<file path="src/rtl/bullet_pool_if.sv">
// Bullet pool bus: ship/fire/collision inputs in, slot state and event pulses out.
interface bullet_pool_if #(
  parameter int N_BULLETS = 30,
  parameter int COORD_W   = 10
);
  logic                             fire;
  logic [COORD_W-1:0]               ship_x;
  logic [COORD_W-1:0]               ship_y;
  logic [N_BULLETS-1:0]             collided;
  logic [2*COORD_W*N_BULLETS-1:0]   bullet_pos;
  logic [N_BULLETS-1:0]             active;
  logic                             spawned;
  logic                             dropped;
  logic [5:0]                       n_active;

  // Game/collision side drives requests and observes the pool.
  modport master (
    output fire, ship_x, ship_y, collided,
    input  bullet_pos, active, spawned, dropped, n_active
  );

  // The pool itself.
  modport slave (
    input  fire, ship_x, ship_y, collided,
    output bullet_pos, active, spawned, dropped, n_active
  );
endinterface

</file>
<file path="src/rtl/bullet_pool.sv">
// Player projectile pool: lowest-free-slot spawn with cooldown, divided-tick
// upward motion, retirement on collision or top edge, and a pixel colour probe.
module bullet_pool #(
  parameter int          N_BULLETS  = 30,
  parameter int          COORD_W    = 10,
  parameter int          COOLDOWN   = 5000000,
  parameter int          CD_W       = 32,
  parameter int          MOVE_DIV   = 250000,
  parameter int          SPEED      = 2,
  parameter int          SPAWN_DX   = 13,
  parameter int          SPAWN_DY   = 10,
  parameter int          BW         = 4,
  parameter int          BH         = 8,
  parameter logic [23:0] BULLET_RGB = 24'hFFFF00
) (
  input  logic               clock,
  input  logic               reset,
  input  logic [COORD_W-1:0] x,
  input  logic [COORD_W-1:0] y,
  output logic [23:0]        rgb,
  bullet_pool_if.slave       bus
);

  localparam int IW = (N_BULLETS > 1) ? $clog2(N_BULLETS) : 1;
  localparam int WW = COORD_W + 1;

  logic [N_BULLETS-1:0] active_q, active_n;
  logic [COORD_W-1:0]   xs_q [N_BULLETS];
  logic [COORD_W-1:0]   ys_q [N_BULLETS];
  logic [COORD_W-1:0]   xs_n [N_BULLETS];
  logic [COORD_W-1:0]   ys_n [N_BULLETS];
  logic [CD_W-1:0]      cnt_q, cnt_n;
  logic [31:0]          tick_q, tick_n;
  logic                 spawned_q, dropped_q;
  logic [5:0]           n_active_q, n_active_n;

  logic [IW-1:0]        free_idx;
  logic                 any_free, ready, tick, spawn, drop, y_ok;

  // Lowest-index free slot, from the state before this edge.
  always_comb begin
    // NOTE: every combinational output gets a default first so no path infers a latch.
    free_idx = '0;
    any_free = 1'b0;
    for (int i = 0; i < N_BULLETS; i++) begin
      if (!any_free && !active_q[i]) begin
        free_idx = IW'(i);
        any_free = 1'b1;
      end
    end
  end

  // Next-state: collision beats motion; spawn lands only in a slot free before this edge.
  always_comb begin
    ready = (cnt_q == '0);
    tick  = (tick_q == 32'(MOVE_DIV - 1));
    y_ok  = ({1'b0, bus.ship_y} >= WW'(SPAWN_DY));
    spawn = bus.fire && ready && y_ok && any_free;
    drop  = bus.fire && ready && !any_free;

    active_n = active_q;
    for (int i = 0; i < N_BULLETS; i++) begin
      xs_n[i] = xs_q[i];
      ys_n[i] = ys_q[i];
      if (active_q[i]) begin
        if (bus.collided[i]) begin
          active_n[i] = 1'b0;
        end else if (tick) begin
          if ({1'b0, ys_q[i]} >= WW'(SPEED)) ys_n[i] = ys_q[i] - COORD_W'(SPEED);
          else                               active_n[i] = 1'b0;
        end
      end
      if (spawn && (free_idx == IW'(i))) begin
        active_n[i] = 1'b1;
        xs_n[i]     = bus.ship_x + COORD_W'(SPAWN_DX);
        ys_n[i]     = bus.ship_y - COORD_W'(SPAWN_DY);
      end
    end

    if (spawn)             cnt_n = CD_W'(COOLDOWN - 1);
    else if (cnt_q != '0)  cnt_n = cnt_q - 1'b1;
    else                   cnt_n = cnt_q;

    tick_n = tick ? '0 : tick_q + 1'b1;

    n_active_n = '0;
    for (int i = 0; i < N_BULLETS; i++) n_active_n = n_active_n + 6'(active_n[i]);
  end

  // State register with synchronous reset.
  always_ff @(posedge clock) begin
    // NOTE: sequential state uses non-blocking assignments so all registers update together.
    if (reset) begin
      active_q   <= '0;
      cnt_q      <= '0;
      tick_q     <= '0;
      spawned_q  <= 1'b0;
      dropped_q  <= 1'b0;
      n_active_q <= '0;
      // NOTE: the coordinate arrays are reset too so the packed position bus is defined after reset.
      for (int i = 0; i < N_BULLETS; i++) begin
        xs_q[i] <= '0;
        ys_q[i] <= '0;
      end
    end else begin
      active_q   <= active_n;
      cnt_q      <= cnt_n;
      tick_q     <= tick_n;
      spawned_q  <= spawn;
      dropped_q  <= drop;
      n_active_q <= n_active_n;
      for (int i = 0; i < N_BULLETS; i++) begin
        xs_q[i] <= xs_n[i];
        ys_q[i] <= ys_n[i];
      end
    end
  end

  // Output packing towards the collision logic.
  always_comb begin
    bus.bullet_pos = '0;
    for (int i = 0; i < N_BULLETS; i++)
      bus.bullet_pos[2*COORD_W*i +: 2*COORD_W] = {ys_q[i], xs_q[i]};
    bus.active   = active_q;
    bus.spawned  = spawned_q;
    bus.dropped  = dropped_q;
    bus.n_active = n_active_q;
  end

  // Pixel hit test with widened comparisons so boxes near the edge do not wrap.
  always_comb begin
    rgb = 24'h000000;
    for (int i = 0; i < N_BULLETS; i++) begin
      if (active_q[i] &&
          ({1'b0, x} >= {1'b0, xs_q[i]}) && ({1'b0, x} < ({1'b0, xs_q[i]} + WW'(BW))) &&
          ({1'b0, y} >= {1'b0, ys_q[i]}) && ({1'b0, y} < ({1'b0, ys_q[i]} + WW'(BH))))
        rgb = BULLET_RGB;
    end
  end

endmodule

</file>
<file path="src/flat_wrapper.sv">
// flat-port wrapper written by rule: the top's interface ports become plain ports
module bullet_pool_flat 
#(
  parameter int          N_BULLETS  = 30,
  parameter int          COORD_W    = 10,
  parameter int          COOLDOWN   = 5000000,
  parameter int          CD_W       = 32,
  parameter int          MOVE_DIV   = 250000,
  parameter int          SPEED      = 2,
  parameter int          SPAWN_DX   = 13,
  parameter int          SPAWN_DY   = 10,
  parameter int          BW         = 4,
  parameter int          BH         = 8,
  parameter logic [23:0] BULLET_RGB = 24'hFFFF00
)
  (clock, reset, x, y, rgb, bus_fire, bus_ship_x, bus_ship_y, bus_collided, bus_bullet_pos, bus_active, bus_spawned, bus_dropped, bus_n_active);
  bullet_pool_if #(.N_BULLETS(N_BULLETS), .COORD_W(COORD_W)) bus_i ();
  input  logic clock;
  input  logic reset;
  input  logic [COORD_W-1:0] x;
  input  logic [COORD_W-1:0] y;
  output logic [23:0] rgb;
  input wire logic [$bits(bus_i.fire)-1:0] bus_fire;
  input wire logic [$bits(bus_i.ship_x)-1:0] bus_ship_x;
  input wire logic [$bits(bus_i.ship_y)-1:0] bus_ship_y;
  input wire logic [$bits(bus_i.collided)-1:0] bus_collided;
  output wire logic [$bits(bus_i.bullet_pos)-1:0] bus_bullet_pos;
  output wire logic [$bits(bus_i.active)-1:0] bus_active;
  output wire logic [$bits(bus_i.spawned)-1:0] bus_spawned;
  output wire logic [$bits(bus_i.dropped)-1:0] bus_dropped;
  output wire logic [$bits(bus_i.n_active)-1:0] bus_n_active;
  assign bus_i.fire = bus_fire;
  assign bus_i.ship_x = bus_ship_x;
  assign bus_i.ship_y = bus_ship_y;
  assign bus_i.collided = bus_collided;
  assign bus_bullet_pos = bus_i.bullet_pos;
  assign bus_active = bus_i.active;
  assign bus_spawned = bus_i.spawned;
  assign bus_dropped = bus_i.dropped;
  assign bus_n_active = bus_i.n_active;
  bullet_pool #(.N_BULLETS(N_BULLETS), .COORD_W(COORD_W), .COOLDOWN(COOLDOWN), .CD_W(CD_W), .MOVE_DIV(MOVE_DIV), .SPEED(SPEED), .SPAWN_DX(SPAWN_DX), .SPAWN_DY(SPAWN_DY), .BW(BW), .BH(BH), .BULLET_RGB(BULLET_RGB)) u_core (.clock(clock), .reset(reset), .x(x), .y(y), .rgb(rgb), .bus(bus_i));
endmodule
</file>
<file path="config.mk">
export PLATFORM = sky130hd
export DESIGN_NAME = bullet_pool_flat
export DESIGN_NICKNAME = d
export VERILOG_FILES = /design/src/rtl/bullet_pool_if.sv /design/src/rtl/bullet_pool.sv /design/src/flat_wrapper.sv
export SDC_FILE = /design/constraint.sdc
export NUM_CORES = 2
export LEC_CHECK = 0
export ABC_AREA = 1
export CAP_MARGIN = 20
export CORE_UTILIZATION = 40
export DETAILED_ROUTE_END_ITERATION = 8
export PLACE_DENSITY = 0.7
export SKIP_CTS_REPAIR_TIMING = 1
export SLEW_MARGIN = 20
export SYNTH_ARGS = -nofsm -noshare
export SYNTH_HDL_FRONTEND = slang
export SYNTH_SLANG_ARGS = --single-unit
</file>
<file path="constraint.sdc">
create_clock -name clock -period 12.9 [get_ports clock]
set_input_delay 2.58 -clock clock [delete_from_list [all_inputs] [get_ports clock]]
set_output_delay 2.58 -clock clock [all_outputs]
set_load 0.02 [all_outputs]
</file>
==> results.md <==
* Status: finished clean
* Detailed route wirelength on metal3 at 28,300 um
* Predominant post-synthesis flop cell: dfxtp_1
* Final instance area at 0.0769 mm2
* Reg2Reg Capture Point: u_core.bus.n_active[4]
* DR WL met2 at 112,000 um
* Clock sink count at 702
* Switching share of power at 32.6%
* Largest clock skew in the final design at 0.0460 ns
* Relative contribution of sequential cells to total power at 35.8%
* Total clock buffers created by CTS at 89
* Die extent in x at 403 um
* Cell count of the worst reg-to-reg path at 35
* Final clock period utilization by the worst path at 81.2%
* Port buffer count at 726
* CP delay by family, top: simple AND/OR/NAND/NOR gates
* Drt initial violations at 5,865
* Maximum number of buffers from clock root to sink at 3
* Buffering stage count on the worst path with inverters included at 3
* Nature of the critical path startpoint: primary input
* Part of the total power dissipated in combinational logic at 20.2%
* Setup total negative slack at 0 ns
* Root Buffer: clkbuf_16
* Distinct cells, synth at 60
* Core footprint at 0.159 mm2
* Average vias per placed instance at 5.58
* Post-layout net count at 10,900
* Wire length of the first global-routing pass at 391,000 um
* Clock network latency to the later pin of the worst-skew pair at 0.74 ns
* Slew Viols, Final at 0
* Most frequent cells in the layout: nand2_1, ha_1, inv_1
* Unrepaired setup endpoints after global routing: false
* Syn Area/Cell at 7.16 um2
* DR top layer: met5
* Total half-perimeter wirelength after legalization and detailed placement at 200,000 um
* Cell chain of the critical path: buf_2 > buf_4 > ha_1 > nand4_1 > o221ai_1 > nand3_1 > a21boi_0 > o32a_1 > nor3_1 > o211ai_1 > nand2_1 > nor2_1 > nand4_1 > nor2_1 > nand2_1 > clkdlybuf4s50_1
* Post-Synthesis Cell Area at 0.0644 mm2
* Part of the Yosys area used for sequential elements at 21.8%
* Post-DR wirelength/cell at 22.7 um
* Startpoint-to-endpoint class of the critical path: primary input to output port
* FF-to-FF Start: u_core.bus.active[1]
* Worst reg-to-reg setup slack at 2.72 ns
* Number of storage elements in the synthesis netlist at 702
* Required time reported for the critical path endpoint at 10.32 ns
* Crit-path max FO at 33
* Internal power at 4.33 mW
* Initial core utilization at 40.5%
* Most common library cell in the layout ignoring fill and taps: nand2_1
* Maximum number of pins on one net before global-route repair at 99
* Die Outline Area at 0.163 mm2
* Clock tree from TritonCTS: done
* Reported net switching power at 2.10 mW
* Overall Global Routing Usage at 31.8%
* Worst hold endpoint: u_core.tick_q[0]
* Power per standard cell area at 83.5 mW/mm2
* Area of placed instances at 0.0737 mm2
* Count of nets left with antenna violations after detail routing at 0
* Number of antenna violations at the first check in global routing at 22
* Max stage delay cell, worst path: nor3_1
* # IOs at 735
* Total leakage power at 31.0 nW
* Min-Delay Startpoint: u_core.tick_q[0]
* Max Clk Rate at 95.5 MHz
* Delay contributed by the slowest stage of the critical path at 1.05 ns
* Max-Cap Viols at 0
* Layout overhead on the synthesized area at 19.4%
* Headroom to the max-slew limit at 6.15%
* Final min period at 10.47 ns
* H-tree levels at 3
* Share of total power in the clock network at 43.9%
* DRC violation count after routing at 0
* M1 WL at 107,000 um
* Proportion of register bits with asynchronous set or reset after synthesis at 0%
* Synthesized instance count at 9,003
* CP Capture Type: output port
* Die height at 403 um
* Placer Congestion at 0.963
* Layout cells sized above 1 at 3.84%
* First-pass iteration count of the detailed router at 7
* Clk pin slew, worst setup/hold paths at 0.07 ns
* Number of hold violations in the final report at 0
* Final-report setup violation count at 0
* Post-synth EDFFs at 0
* Data arrival at the endpoint of the critical path at 7.89 ns
* Total number of vias at 66,000
* Maximum vdd drop at 0.101 mV
* Total gr overflow at 0
* Routed Wire Length at 268,000 um
* Number of warnings issued by yosys at 0
* Hold Path Depth at 1
* Measured slew at the worst slew-check pin at 1.40 ns
* Site Rows at 146
* Number of global-route vias before repair at 61,700
* Worst min-delay path class: flip-flop to flip-flop
==> state kept, by name, summed over array words and instances, names as in the netlist <==
register,count
u_core.bus.active,30
u_core.bus.dropped,1
u_core.bus.n_active,6
u_core.bus.spawned,1
u_core.cnt_q,32
u_core.tick_q,32
u_core.xs_q,300
u_core.ys_q,300
==> cell type report <==
type	instances	area, um2
Clock buffer	118	2520
Tap cell	2146	2690
Sequential cell	702	14100
Clock inverter	41	701
Inverter	1164	4370
Antenna cell	4	10.0
Fill cell	15400	82200
Multi-Input combinational cell	6859	44800
Timing Repair Buffer	797	7760
==> cells by family after synthesis <==
logic type                 count (synthesis)  share of synthesized area (%)
and+or+nand+nor                         3177                           21.1
AOI/OAI and AO/OA                       1952                           17.5
buffers and inverters                   1449                           8.92
adders and majority gates               1204                           23.6
DFF                                      702                           21.8
xor gates and xnor gates                 518                           7.04
other                                      1                        0.00582
==> per-layer routing <==
layer,track usage [%],vias up
li1,-,31400
met1,39.9,30800
met2,48.1,3029
met3,7.78,726
met4,21.0,16
met5,0,-
==> per-stage QoR <==
stage	cells	util, %	hold WS [ns]	setup WS, ns	total power [mW]
global placement	11700	46.3	0.428	2.09	3.56
CTS	11800	48.3	0.450	2.68	6.41
global route	11800	48.3	0.483	2.22	6.65
detailed placement	11700	46.3	0.437	2.05	3.60
floorplan	9010	-	0.417	4.21	3.12
finish	11800	48.3	0.451	2.43	6.42
==> power groups by stage <==
stage | sequential [mW] | clock, mW | combinational (mW)
CTS | 2.30 | 2.84 | 1.27
global placement | 2.34 | 0 | 1.22
finish | 2.30 | 2.82 | 1.30
detailed placement | 2.34 | 0 | 1.26
global route | 2.31 | 2.92 | 1.42
floorplan | 2.34 | 0 | 0.774
==> how the worst max path moves through the flow <==
stage                         startpoint  depth (start not counted)  slack (ns)                     end
floorplan                  bus_ship_y[2]                         26        4.21  u_core.bus.n_active[4]
global placement           bus_ship_y[2]                         27        2.09  u_core.bus.n_active[4]
detailed placement         bus_ship_y[2]                         27        2.05  u_core.bus.n_active[4]
CTS                                 y[0]                         21        2.68                 rgb[11]
global route        u_core.bus.active[1]                         35        2.22  u_core.bus.n_active[4]
finish                              x[5]                         16        2.43                 rgb[13]
==> worst register-to-register path, delay by kind of cell, from the launching register on <==
family | cells | cell delay [ns]
adder cells (fa/ha/maj) | 9 | 4.38
flip-flops | 1 | 0.59
AND/OR/NAND/NOR | 19 | 4.51
buffers and inverters | 3 | 0.17
AO/OA/AOI/OAI | 4 | 0.47
==> cells in the mapped netlist (all sizes together) (68+ instances only) <==
cell	n	area share, %
o21a	79	0.92
xor2	440	6.0
ha	1182	23
xnor2	78	1.1
clkbuf	156	0.91
nor3	218	1.7
nand4	98	1.0
inv	1158	6.7
dfxtp	702	22
a21boi	68	0.79
o21bai	93	1.1
nor2	521	3.1
a21oi	1039	8.1
o21ai	442	3.4
nand2	1915	11
buf	129	1.2
nand3	341	3.0
Note: power is estimated with default switching activity, not from simulation.
